### config.mk
export PLATFORM = sky130hd
export DESIGN_NAME = prog_loader
export DESIGN_NICKNAME = d
export VERILOG_FILES = /design/src/rtl/prog_loader.sv
export SDC_FILE = /design/constraint.sdc
export NUM_CORES = 1
export LEC_CHECK = 0
export BUFFER_PORTS_ARGS = -buffer_cell sky130_fd_sc_hd__buf_2
export CAP_MARGIN = 30
export CORE_AREA = 2 2 115 117
export DETAILED_ROUTE_END_ITERATION = 12
export DIE_AREA = 0 0 117 119
export HOLD_SLACK_MARGIN = 0.02
export PLACE_DENSITY = 0.54
export SYNTH_ARGS = -nofsm -noshare
export SYNTH_HDL_FRONTEND = slang
export SYNTH_SLANG_ARGS = --single-unit
export TNS_END_PERCENT = 10
### constraint.sdc
create_clock -name i_clk -period 2.8 [get_ports i_clk]
set_input_delay 0 -clock i_clk [delete_from_list [all_inputs] [get_ports i_clk]]
set_output_delay 0 -clock i_clk [all_outputs]
set_load 0.005 [all_outputs]
### src/rtl/prog_loader.sv
// Byte-stream program loader: length-prefixed image -> little-endian 32-bit
// instruction-memory writes, holding the core in reset until the image is in.
//
// state  | meaning
// HDR0   | waiting for N[7:0]
// HDR1   | waiting for N[15:8]; decides DONE / ERR / DATA
// DATA   | packing bytes into words, one write per 4 bytes
// DONE   | image loaded, core released, stream stalled
// ERR    | header rejected (N > DEPTH_WORDS), stream stalled
module prog_loader #(
  parameter int DEPTH_WORDS = 64,
  parameter int AW          = 8
) (
  input  logic          i_clk,
  input  logic          i_rst_n,
  input  logic [7:0]    i_in_data,
  input  logic          i_in_valid,
  output logic          o_in_ready,
  input  logic          i_reload,
  output logic          o_imem_we,
  output logic [AW-1:0] o_imem_addr,
  output logic [31:0]   o_imem_wdata,
  output logic          o_core_rst,
  output logic          o_done,
  output logic          o_err
);

  localparam logic [2:0] S_HDR0 = 3'd0;
  localparam logic [2:0] S_HDR1 = 3'd1;
  localparam logic [2:0] S_DATA = 3'd2;
  localparam logic [2:0] S_DONE = 3'd3;
  localparam logic [2:0] S_ERR  = 3'd4;

  localparam logic [16:0] DEPTH_L = 17'(DEPTH_WORDS);

  logic [2:0]    r_state;
  logic [15:0]   r_n;
  logic [15:0]   r_k;
  logic [1:0]    r_b;
  logic [31:0]   r_asm;
  logic          r_we;
  logic [AW-1:0] r_addr;
  logic [31:0]   r_wdata;

  logic          w_xfer;
  logic [15:0]   w_n_full;
  logic          w_last_word;

  assign w_xfer      = i_in_valid & o_in_ready;
  assign w_n_full    = {i_in_data, r_n[7:0]};
  assign w_last_word = (r_k == (r_n - 16'd1));

  always_ff @(posedge i_clk or negedge i_rst_n) begin
    if (!i_rst_n) begin
      r_state <= S_HDR0;
      r_n     <= '0;
      r_k     <= '0;
      r_b     <= '0;
      r_asm   <= '0;
      r_we    <= 1'b0;
      r_addr  <= '0;
      r_wdata <= '0;
    end else begin
      r_we <= 1'b0;
      // A reload wins over any byte offered in the same cycle; a write already
      // registered last cycle has been presented and is unaffected.
      if (i_reload) begin
        r_state <= S_HDR0;
        r_n     <= '0;
        r_k     <= '0;
        r_b     <= '0;
        r_asm   <= '0;
      end else begin
        case (r_state)
          S_HDR0: begin
            if (w_xfer) begin
              r_n[7:0] <= i_in_data;
              r_state  <= S_HDR1;
            end
          end
          S_HDR1: begin
            if (w_xfer) begin
              r_n[15:8] <= i_in_data;
              if (w_n_full == 16'd0) begin
                r_state <= S_DONE;
              end else if ({1'b0, w_n_full} > DEPTH_L) begin
                r_state <= S_ERR;
              end else begin
                r_state <= S_DATA;
                r_k     <= '0;
                r_b     <= '0;
                r_asm   <= '0;
              end
            end
          end
          S_DATA: begin
            if (w_xfer) begin
              r_asm[{r_b, 3'b000} +: 8] <= i_in_data;
              r_b <= r_b + 2'd1;
              if (r_b == 2'd3) begin
                // The final write and the core release land on the same edge.
                r_we    <= 1'b1;
                r_addr  <= AW'({r_k, 2'b00});
                r_wdata <= {i_in_data, r_asm[23:0]};
                r_k     <= r_k + 16'd1;
                if (w_last_word) begin
                  r_state <= S_DONE;
                end
              end
            end
          end
          S_DONE, S_ERR: begin
            r_state <= r_state;
          end
          default: begin
            r_state <= S_HDR0;
          end
        endcase
      end
    end
  end

  assign o_in_ready   = (r_state == S_HDR0) | (r_state == S_HDR1) | (r_state == S_DATA);
  assign o_core_rst   = (r_state != S_DONE);
  assign o_done       = (r_state == S_DONE);
  assign o_err        = (r_state == S_ERR);
  assign o_imem_we    = r_we;
  assign o_imem_addr  = r_addr;
  assign o_imem_wdata = r_wdata;

endmodule

==> metrics <==
Worst-Margin Slew=0.7307 ns; minimum clock period=2.639 ns; Post-Synth XOR/XNOR Area=3.904%; Worst Skew=0.006907 ns; setup_tns=0 ns; Die Ht=119 um; Slowest-stage cell, CP=nor4_1; via count=3746; placed inst area=0.005419 mm2; combinational family with the most area after synthesis=simple AND/OR/NAND/NOR gates; Final GP Congestion=0.8489; Via density=5.167; async set-reset flop share out of synthesis=100.0%; core area=0.01287 mm2; CTS Buf Count=9; FP Rows=42; IO Port Bufs=54; final WL=12230 um; Synth-to-Final Area Change=16.63%; max_slew headroom=51.29%; Req. time, crit path=3.02 ns; ANT nets after route=0; post-synthesis adder-cell area fraction=1.521%; vias in the first global route=3789; wire length per cell=16.87 um; drt first pass iters=4; area of the die=0.01392 mm2; critical path peak fanout=21; area share of the largest cell type after synthesis=50.70%; clock root cell=clkbuf_16; first-pass GRT wire length=19840 um; Leakage=2.767 nW; Mean Syn Cell Area=10.18 um2; maxcap violations=0; final hold vios=0; Synth Area in Compound Gates=13.38%; Post-Synth Simple-Gate Area=17.14%; multiplexer share of the synthesized area=8.897%; pins over their slew limit=0; cell mode on critical path=o21ai_0; Antenna diodes=0; fill cell count=1238; initial antenna violation count=0; Top delay family on crit path=simple AND/OR/NAND/NOR gates; Die Wd=117 um; crit-path cells=dlygate4sd3_1 > buf_2 > nor4_1 > nand3b_1 > o21ba_1 > or3_1 > buf_4 > o21ai_0 > o21ai_0; power per cell area=534.0 mW/mm2; htree depth=3; outcome=complete, no violations; worst vdd ir=0.0004077 V; Startpoint Class=input pin; count of cell types in the netlist=54; largest net degree at the start of global routing=56; synthesis warning total=0; clk slew on worst S/H paths=0.07 ns; clk sinks=100; fin nets=564; commonest non-fill, non-tap cell in the layout=dfrtp_1; Initial Utilization=38.34%; layout cells sized above 1=23.32%; worst skew pair latency=0.35 ns; unrepaired setup endpoints after global routing=false; First DRT Iteration DRCs=254; crit share post-route=94.25%; Final Setup Violations=0; commonest non-fill, non-tap cells in the layout=dfrtp_1 (100), nand2_1 (76), buf_2 (53), o21ai_0 (42), mux2_2 (31); I/O pins=57; number of synthesized flops with an enable pin=0; Worst Hold Class=in -> reg; CTS tree=done; post-route cell area=0.005757 mm2; setup slack after layout=0.1611 ns; Seq/Total Area, Yosys=50.70%; endpoint class of the critical path=flop; Gate Count Post-Synth=485; max frequency=378.9 MHz; post-synthesis register bit count=100; slowest stage delay, CP=0.61 ns; dominant cell type by area after synthesis=dfrtp_1; ys flop type=dfrtp_1; synth top area cells=dfrtp_1 (51%), mux2_2 (7.1%), nand2_1 (5.8%); DRC=0; CTS max path bufs=2; Worst Path Buf+Inv=3; crit path DAT=2.86 ns; post-CTS setup buffer count=0; HPWL Detailed=8395 um; All-Layer GR Usage=18.68%; Setup CP Type=in -> reg; GRT overflow=0; dpl ws=0.2010 ns; Mapped Area=0.004936 mm2; final core occ=44.71%
-- registers in the layout, indices dropped and copies added, names as in the netlist --
register	cells
o_imem_wdata	32
o_imem_we	1
r_k	16
o_imem_addr	6
r_n	16
r_asm	24
r_b	2
r_state	3
-- synth_stat cells (4+ instances only) --
| cell | instances |
|---|---|
| a22o_1 | 15 |
| xor2_1 | 12 |
| or4_1 | 5 |
| xnor2_1 | 10 |
| nand3_1 | 8 |
| inv_1 | 18 |
| buf_2 | 8 |
| dfrtp_1 | 100 |
| ha_1 | 6 |
| nand4_1 | 12 |
| nor2_1 | 23 |
| mux2i_1 | 9 |
| a31oi_1 | 5 |
| o21ai_0 | 42 |
| clkbuf_1 | 13 |
| mux2_2 | 31 |
| nor4_1 | 6 |
| nand2_1 | 76 |
| buf_4 | 5 |
| a21oi_1 | 27 |
| nor3_1 | 7 |
| and4_1 | 4 |
-- worst reg2reg max path: stages (launching register included) --
cell      delay (ns)
dfrtp_1         0.44
inv_1           0.08
ha_1            0.18
nor3b_4         0.34
a21boi_2        0.12
o21ba_1         0.21
or3_1           0.49
buf_4           0.28
o21ai_0         0.22
o21ai_0         0.12
-- report_power, final --
| group | total [mW] | internal (mW) | switching, mW |
|---|---|---|---|
| Sequential | 1.49 | 1.46 | 0.0307 |
| Combinational | 0.342 | 0.134 | 0.208 |
| Clock | 1.24 | 0.691 | 0.551 |
-- per-layer routing --
metal | global-route usage (%) | vias up | part of all wire, %
met1 | 24.37 | 1836 | 44
met4 | 4.485 | 0 | 1.0
li1 | - | 1815 | -
met2 | 31.03 | 82 | 50
met5 | 0 | - | 0
met3 | 4.682 | 13 | 5.4
-- timing repair --
| action | in CTS | in global routing |
|---|---|---|
| endpoints found under the hold margin | 66 | 0 |
| hold buffers | 5 | 0 |
| gates resized for setup | 0 | 0 |
| endpoints found under the setup margin | 0 | 0 |
-- area by class of cell --
| class | count | area (um2) | share of cell area [%] |
|---|---|---|---|
| Multi-Input combinational cell | 340 | 2221 | 38.58 |
| Clock inverter | 5 | 62.56 | 1.087 |
| Timing Repair Buffer | 77 | 457.9 | 7.955 |
| Sequential cell | 100 | 2502 | 43.47 |
| Inverter | 18 | 67.56 | 1.174 |
| Clock buffer | 9 | 225.2 | 3.912 |
| Tap cell | 176 | 220.2 | 3.825 |
-- cells by family (layout without fill, tap and decap cells) --
group                    after synthesis  in the layout
XOR/XNOR                              22             22
flip-flops                           100            100
AO/OA/AOI/OAI                        107            107
buffers and inverters                 46            109
multiplexers                          40             40
adder cells (fa/ha/maj)                6              6
other                                  1              2
AND/OR/NAND/NOR                      163            163
-- final timing paths --
check / end / slack (ns) / cells after the start / startpoint
max: r_k[13]$_DFFE_PN0P_ / 0.16 / 9 / i_in_data[4]
min: r_n[15]$_DFFE_PN0P_ / 0.07 / 2 / i_reload
max reg2reg: r_k[13]$_DFFE_PN0P_ / 0.19 / 9 / r_n[1]$_DFFE_PN0P_
min reg2reg: o_imem_wdata[21]$_DFFE_PN0P_ / 0.48 / 2 / o_imem_wdata[21]$_DFFE_PN0P_
max in group asynchronous: r_k[10]$_DFFE_PN0P_ / 1.73 / 3 / i_rst_n
min in group asynchronous: r_k[14]$_DFFE_PN0P_ / 0.24 / 2 / i_rst_n
-- through the flow --
stage | cells | hold slack (ns) | power [mW]
final | 725 | 0.07161 | 3.074
after global routing | 725 | 0.06852 | 3.215
after CTS | 725 | 0.05531 | 3.122
after detailed placement | 706 | 0.09967 | 1.856
after global placement | 706 | 0.1018 | 1.854
after floorplan | 486 | -0.2956 | 1.733
Power figures use the tool's default switching activity.
